### config.mk
export PLATFORM = sky130hd
export DESIGN_NAME = guess_grade_engine
export DESIGN_NICKNAME = d
export VERILOG_FILES = /design/src/rtl/guess_grade_engine.sv
export SDC_FILE = /design/constraint.sdc
export NUM_CORES = 1
export LEC_CHECK = 0
export CELL_PAD_IN_SITES_DETAIL_PLACEMENT = 0
export CELL_PAD_IN_SITES_GLOBAL_PLACEMENT = 2
export CORE_MARGIN = 2
export CORE_UTILIZATION = 30
export DETAILED_ROUTE_END_ITERATION = 16
export PLACE_DENSITY = 0.68
export REMOVE_ABC_BUFFERS = 1
export SLEW_MARGIN = 10
export SYNTH_ARGS = -nofsm -noshare
export SYNTH_HDL_FRONTEND = slang
export SYNTH_SLANG_ARGS = --single-unit
### constraint.sdc
create_clock -name clock -period 6.92 [get_ports clock]
set_input_delay 0.692 -clock clock [delete_from_list [all_inputs] [get_ports clock]]
set_output_delay 0.692 -clock clock [all_outputs]
set_load 0.03 [all_outputs]
### src/rtl/guess_grade_engine.sv
// Multi-cycle Znarly/Zood grader: exact pass over slots, then an (i,j) pairing pass.
// Optional macro GRADE_EARLY_EXIT_EN skips the pairing pass when every slot matched exactly.
module guess_grade_engine #(
    parameter int NUM_SLOTS  = 4,
    parameter int SHAPE_BITS = 3,
    parameter int CW         = $clog2(NUM_SLOTS + 1)
) (
    input  logic                           clock,
    input  logic                           reset,
    input  logic                           start,
    input  logic [NUM_SLOTS*SHAPE_BITS-1:0] guess,
    input  logic [NUM_SLOTS*SHAPE_BITS-1:0] master,
    output logic                           busy,
    output logic                           done,
    output logic [CW-1:0]                  znarly,
    output logic [CW-1:0]                  zood,
    output logic                           game_won
);

    localparam int PW = NUM_SLOTS * SHAPE_BITS;
    localparam int IW = $clog2(NUM_SLOTS);
    localparam logic [IW-1:0] LAST_IDX = IW'(NUM_SLOTS - 1);

    typedef enum logic [1:0] {
        S_IDLE,
        S_EXACT,
        S_PARTIAL,
        S_DONE
    } state_t;

    state_t                 state_q, state_d;
    logic [PW-1:0]          g_q, g_d;
    logic [PW-1:0]          m_q, m_d;
    logic [NUM_SLOTS-1:0]   exact_q, exact_d;
    logic [NUM_SLOTS-1:0]   used_m_q, used_m_d;
    logic [NUM_SLOTS-1:0]   paired_g_q, paired_g_d;
    logic [IW-1:0]          i_q, i_d;
    logic [IW-1:0]          j_q, j_d;
    logic [CW-1:0]          zn_acc_q, zn_acc_d;
    logic [CW-1:0]          zo_acc_q, zo_acc_d;
    logic                   busy_q, busy_d;
    logic                   done_q, done_d;
    logic [CW-1:0]          znarly_q, znarly_d;
    logic [CW-1:0]          zood_q, zood_d;
    logic                   game_won_q, game_won_d;

    logic [SHAPE_BITS-1:0]  g_slot [NUM_SLOTS];
    logic [SHAPE_BITS-1:0]  m_slot [NUM_SLOTS];
    logic                   exact_hit;
    logic                   pair_hit;
    logic [CW-1:0]          zn_new;

    genvar gi;
    generate
        for (gi = 0; gi < NUM_SLOTS; gi++) begin : g_unpack
            assign g_slot[gi] = g_q[gi*SHAPE_BITS +: SHAPE_BITS];
            assign m_slot[gi] = m_q[gi*SHAPE_BITS +: SHAPE_BITS];
        end
    endgenerate

    assign exact_hit = (g_slot[i_q] == m_slot[i_q]);
    // Flags come from the registered copies, so a pairing made this cycle blocks later pairs
    assign pair_hit  = !paired_g_q[i_q] && !used_m_q[j_q] && (g_slot[i_q] == m_slot[j_q]);
    assign zn_new    = exact_hit ? zn_acc_q + CW'(1) : zn_acc_q;

    always_comb begin
        state_d    = state_q;
        g_d        = g_q;
        m_d        = m_q;
        exact_d    = exact_q;
        used_m_d   = used_m_q;
        paired_g_d = paired_g_q;
        i_d        = i_q;
        j_d        = j_q;
        zn_acc_d   = zn_acc_q;
        zo_acc_d   = zo_acc_q;
        busy_d     = busy_q;
        done_d     = 1'b0;
        znarly_d   = znarly_q;
        zood_d     = zood_q;
        game_won_d = game_won_q;

        case (state_q)
            S_IDLE: begin
                if (start) begin
                    g_d        = guess;
                    m_d        = master;
                    exact_d    = '0;
                    used_m_d   = '0;
                    paired_g_d = '0;
                    zn_acc_d   = '0;
                    zo_acc_d   = '0;
                    i_d        = '0;
                    j_d        = '0;
                    busy_d     = 1'b1;
                    state_d    = S_EXACT;
                end
            end
            S_EXACT: begin
                if (exact_hit) begin
                    exact_d[i_q]    = 1'b1;
                    used_m_d[i_q]   = 1'b1;
                    paired_g_d[i_q] = 1'b1;
                end
                zn_acc_d = zn_new;
                if (i_q == LAST_IDX) begin
                    i_d     = '0;
                    j_d     = '0;
                    state_d = S_PARTIAL;
`ifdef GRADE_EARLY_EXIT_EN
                    if (zn_new == CW'(NUM_SLOTS)) begin
                        state_d = S_DONE;
                    end
`endif
                end else begin
                    i_d = i_q + IW'(1);
                end
            end
            S_PARTIAL: begin
                if (pair_hit) begin
                    paired_g_d[i_q] = 1'b1;
                    used_m_d[j_q]   = 1'b1;
                    zo_acc_d        = zo_acc_q + CW'(1);
                end
                if (j_q == LAST_IDX) begin
                    j_d = '0;
                    if (i_q == LAST_IDX) begin
                        state_d = S_DONE;
                    end else begin
                        i_d = i_q + IW'(1);
                    end
                end else begin
                    j_d = j_q + IW'(1);
                end
            end
            S_DONE: begin
                done_d     = 1'b1;
                znarly_d   = zn_acc_q;
                zood_d     = zo_acc_q;
                game_won_d = &exact_q;
                busy_d     = 1'b0;
                state_d    = S_IDLE;
            end
            default: state_d = S_IDLE;
        endcase
    end

    always_ff @(posedge clock or posedge reset) begin
        if (reset) begin
            state_q    <= S_IDLE;
            g_q        <= '0;
            m_q        <= '0;
            exact_q    <= '0;
            used_m_q   <= '0;
            paired_g_q <= '0;
            i_q        <= '0;
            j_q        <= '0;
            zn_acc_q   <= '0;
            zo_acc_q   <= '0;
            busy_q     <= 1'b0;
            done_q     <= 1'b0;
            znarly_q   <= '0;
            zood_q     <= '0;
            game_won_q <= 1'b0;
        end else begin
            state_q    <= state_d;
            g_q        <= g_d;
            m_q        <= m_d;
            exact_q    <= exact_d;
            used_m_q   <= used_m_d;
            paired_g_q <= paired_g_d;
            i_q        <= i_d;
            j_q        <= j_d;
            zn_acc_q   <= zn_acc_d;
            zo_acc_q   <= zo_acc_d;
            busy_q     <= busy_d;
            done_q     <= done_d;
            znarly_q   <= znarly_d;
            zood_q     <= zood_d;
            game_won_q <= game_won_d;
        end
    end

    assign busy     = busy_q;
    assign done     = done_q;
    assign znarly   = znarly_q;
    assign zood     = zood_q;
    assign game_won = game_won_q;

endmodule

======== After elaboration in Yosys (flattened, before gate mapping) ========
Cells that the tools add are included.
storage, ports and cells
  bits in registers ....................... 57
operators by class
  bitwise logic cells ..................... 6
  multiplexer cells ....................... 47
  eq/ne operators ......................... 14
  add/sub/neg operators ................... 4
  reductions and logical operators ........ 20
  $lt $le $gt $ge ......................... 6
operator list
  cell                   number
  $mux W3                9
  $mux W4                6
  $pmux W4 S3            2
  $mux W2                10
  $bmux W3 S2            3
  $or A4 B4 Y4           4
  $reduce_and A4 Y1      4
  $ne A2 B2 Y1 const B   7
  $pmux W2 S3            2
  $pmux W3 S2            2
  $reduce_and A3 Y1      3
  $eq A2 B2 Y1 const B   4
  $pmux W2 S4            1
  $pmux W4 S2            1
  $add A3 B1 Y3 const B  2
  $eq A3 B3 Y1           2
  $ge A3 B3 Y1 const B   2
  $lt A2 B3 Y1 const B   2
  $mux W1                6
  $not A2 Y3             2
  $reduce_bool A2 Y1     3
  $add A2 B1 Y2 const B  2
  $bmux W1 S2            2
  $demux W1 S2           2
  8 further kinds        14

======== Depth between registers and ports, before layout ========
  depth in word-level cells ............... 8
  gate-level depth with buffers ........... 10

======== Worst setup path after synthesis ========
OpenSTA, ideal clock, no wires.
  path kind ............................... register -> register
  start ................................... register i_q[0]
  end ..................................... register used_m_q[0]
  path buffers ............................ 2
  stages on the path, launching flop included .. 8
  data required time ...................... 6.838 ns
  setup slack ............................. 4.698 ns
  arrival ................................. 2.140 ns
  path through ............................ dfrtp_1 -> buf_6 -> mux4_2 -> or2_4 -> o41ai_4 -> buf_6 -> a31oi_1 -> a31oi_1
between the ends
  cells in the longest elaborated chain, start to end .. 8
  elaborated cells on any way between the ends .. 25
  classes of those cells .................. order compare: 2; eq/ne: 4; mux: 12; bitwise: 2; reduce/logical: 5
RTL lines
  item                                                  RTL line  source
  start: declaration                                    37        logic [IW-1:0] i_q, i_d;
  start signal: assignment                              172       i_q <= i_d;
  branches (longest 8 deep; another with $lt A2 B3 Y1)  --
  end signal: assignment                                170       used_m_q <= used_m_d;
  end: declaration                                      35        logic [NUM_SLOTS-1:0] used_m_q, used_m_d;
Parallel ways; which one is timed is not known. The select of a mux whose other input is x is not followed.
A chain may end at the register's enable or synchronous reset.

======== Worst setup path in the final report ========
  start ................................... register i_q[0]
  end ..................................... register paired_g_q[3]
between the ends
  cells in the longest elaborated chain, start to end .. 8
  elaborated cells on any way between the ends .. 26
  classes of those cells .................. order compare: 2; eq/ne: 4; mux: 13; bitwise: 2; reduce/logical: 5
RTL lines
  item                                                  RTL line  source
  branches (longest 8 deep; another with $lt A2 B3 Y1)  --
  end signal: assignment                                171       paired_g_q <= paired_g_d;
  end: declaration                                      36        logic [NUM_SLOTS-1:0] paired_g_q, paired_g_d;
Parallel ways; which one is timed is not known. The select of a mux whose other input is x is not followed.

==> results.md <==
- number of clock sinks: 57
- row count: 36
- most crowded layer after global routing: met2
- clock skew: 6.072 ps
- number of instances resized during post-cts repair: 0
- Layout fillers: 998
- worst setup path class: reg2reg
- clock period minus worst slack: 2814 ps
- total CTS buffers: 9
- power per unit of standard cell area: 478.1 nW/um2
- total setup buffers inserted after CTS: 0
- share of Yosys cell area claimed by the top area cell type: 46.97%
- critical register-to-register path startpoint: i_q[0]$_DFFE_PP0P_
- R2R Setup Slk: 4110 ps
- setup repair after global routing missed its margin: no
- critical path endpoint category: flop
- total design power: 1751 uW
- number of buffer cells added on primary ports: 35
- average detailed-routed wire length per instance: 15.31 um
- count of final max-slew check failures: 0
- leakage power figure: 0.001547 uW
- dpl cells: 395
- overall routing resource usage: 12.35%
- Detail Placement HPWL: 4397 um
- first-pass GRT wire length: 10,550 um
- post-route setup TNS: 0 ps
- flip-flop and latch count after synthesis: 57
- clock tree from TritonCTS: yes
- cell type contributing the most total cell area after synthesis: dfrtp_1
- Slew HR: 30.63%
- 1st-pass router iterations: 4
- die outline area: 10,940 um2
- met2 Resource Use GR: 19.14%
- die width: 104.6 um
- core outline area: 9819 um2
- Avg Inst Size Synth: 12.71 um2
- antenna viol nets, final: 0
- maximum clock rate: 0.3553 GHz
- type of the worst min-delay path: reg2reg
- worst r2r path cells: 5
- finished layout cell area: 3662 um2
- DRC viols: 0
- overflow left after global routing: 0
- largest driver fanout on the critical path: 16
- worst setup path startpoint: i_q[0]$_DFFE_PP0P_
- startpoint types: flop
- deepest clock path buffer count: 2
- largest net degree at the start of global routing: 58
- cell count after synthesis: 239
- critical path capture point: paired_g_q[3]$_DFFE_PP0P_
- Placer Congestion: 0.7485
- result of the run: complete, no violations
- data arrival time of the critical path: 3060 ps
- vertical die dimension: 104.6 um
- period utilization: 40.67%
- H-tree depth: 3
- top cells by area, synth: dfrtp_1 47%, mux2_2 13%, ha_1 6.2%
- final number of setup-violating endpoints: 0
- max-cap violations: 0
- top-level I/O count: 36
- transition time at the pin with the least slew margin: 1038 ps
- sequential share of the synthesized area: 46.97%
- count of cell types in the netlist: 37
- Worst Hold Margin: 501.5 ps
- Post-Syn Area: 3037 um2
- Initial Utilization: 30.93%
- number of global-route vias before repair: 2,066
- final hold viol count: 0
- Total Wirelength: 6291 um
- WP data required: 7160 ps
- number of DRC markers after the initial detailed-route iteration: 50
- average vias per placed instance: 4.946
- met1 usage in global routing: 16.13%
- latest clock arrival within the worst-skew pair: 330 ps
- Final Non-Filler Cells: 411
- fraction of final layout cells with drive strength greater than 1: 22.30%
- antenna diode instance count: 0
- Yosys warning total: 0
- routed vias: 2,033
- cell area after placement: 3488 um2
- Layout Nets: 315
- reg-to-reg endpoint: paired_g_q[3]$_DFFE_PP0P_
- Hold Buf Count CTS: 0
- met3 Usage GRT: 3.618%
- clock slew at reported path FFs: 60 ps
- Worst VDD drop: 138.9 uV
- Area growth syn-to-layout: 20.60%
- antenna violations before repair: 0
- clock tree root buffer cell: clkbuf_8
cell families (layout without fill, tap and decap cells):
kind of cell / after synthesis / after routing / synth area share, %
flip-flops: 57 / 57 / 46.97
multiplexers: 54 / 54 / 24.27
AO/OA/AOI/OAI: 41 / 41 / 9.518
AND/OR/NAND/NOR: 39 / 39 / 6.964
buffers and inverters: 27 / 66 / 4.120
adder cells (fa/ha/maj): 15 / 15 / 6.180
XOR/XNOR: 6 / 6 / 1.978
metrics by stage:
step                utilization, %  setup WS, ps
detailed placement           35.53          4076
global route                 37.30          3915
finish                       37.30          4106
global placement             35.53          4176
floorplan                        -          4477
CTS                          37.30          4074
layout make-up:
cell class,count,area [um2],area share [%]
Multi-Input combinational cell,155,1485,40.55
Clock inverter,3,15.01,0.4100
Clock buffer,13,158.9,4.339
Inverter,14,52.55,1.435
Timing Repair Buffer,36,357.8,9.771
Tap cell,133,166.4,4.544
Sequential cell,57,1426,38.95
registers in the layout, summed over array words and instances, names as in the netlist:
register and cells:
game_won 1, zood 3, m_q 12, zn_acc_q 3, paired_g_q 4, i_q 2, znarly 3, j_q 2
used_m_q 4, g_q 12, zo_acc_q 3, state_q 2, exact_q 4, done 1, busy 1
cells in the mapped netlist:
cell type	number
nand2_1	6
a41oi_1	2
dfrtp_1	57
nor2_1	8
nand4_1	3
o211ai_1	1
mux4_1	4
clkbuf_1	8
buf_1	1
a21o_1	1
and3_1	2
nor3_1	6
xor2_1	2
mux2_2	35
nand3_1	6
o21ai_0	11
mux2i_1	8
buf_6	3
a22o_1	4
a21oi_1	1
a41o_1	1
o21a_1	2
nand2b_1	1
nor4_4	1
a2bb2oi_1	1
and2_1	2
ha_1	15
xnor2_1	3
nor2b_1	3
or2_4	1
mux4_2	7
o41ai_4	1
clkinv_1	1
inv_1	13
buf_2	1
a31oi_1	16
xor2_2	1
worst min-delay path by stage:
stage | start | end | slack (ps) | cells past startpoint
2_1_floorplan | g_q[4]$_DFFE_PP0P_ | g_q[4]$_DFFE_PP0P_ | 470 | 1
3_3_place_gp | g_q[1]$_DFFE_PP0P_ | g_q[1]$_DFFE_PP0P_ | 490 | 1
3_5_place_dp | g_q[4]$_DFFE_PP0P_ | g_q[4]$_DFFE_PP0P_ | 490 | 1
4_1_cts | g_q[4]$_DFFE_PP0P_ | g_q[4]$_DFFE_PP0P_ | 510 | 1
5_1_grt | g_q[5]$_DFFE_PP0P_ | g_q[5]$_DFFE_PP0P_ | 520 | 1
6_report | g_q[4]$_DFFE_PP0P_ | g_q[4]$_DFFE_PP0P_ | 500 | 1
per-layer routing:
layer / part of all wire (%) / routed length, um
met1: 48 / 2994
met2: 46 / 2922
met3: 3.7 / 233
met4: 2.2 / 141
met5: 0 / 0
placed cells by master (no fill, tap or decap), types with 2 or more instances in the layout:
cell             netlist  final
dfrtp_1               57     57
and2_1                 2      2
nand3_1                6      6
a41oi_1                2      2
mux2i_1                8      8
nand2_1                6      6
mux2_2                35     35
a22o_1                 4      4
xor2_1                 2      2
inv_1                 13     12
clkdlybuf4s50_1        0     35
clkbuf_8               0     11
mux4_1                 4      4
mux4_2                 7      7
nand4_1                3      3
nor2b_1                3      3
clkinv_2               0      3
nor2_1                 8      8
and3_1                 2      2
o21ai_0               11     11
clkbuf_1               8      2
ha_1                  15     15
o21a_1                 2      2
a31oi_1               16     16
nor3_1                 6      6
xnor2_1                3      3
where the power goes:
part	internal [uW]	switching, uW	leakage (uW)	total (uW)
sequential	475	118	0.000725	593
combinational	406	480	0.000729	886
clock	148	124	0.0000932	272
critical path, cell delays in order (launching register included):
cell and delay [ps]:
dfrtp_1 700, mux4_2 630, xor2_1 240, o41ai_4 800
a31oi_1 180, a31oi_1 180
(Power assumes the default switching activity.)
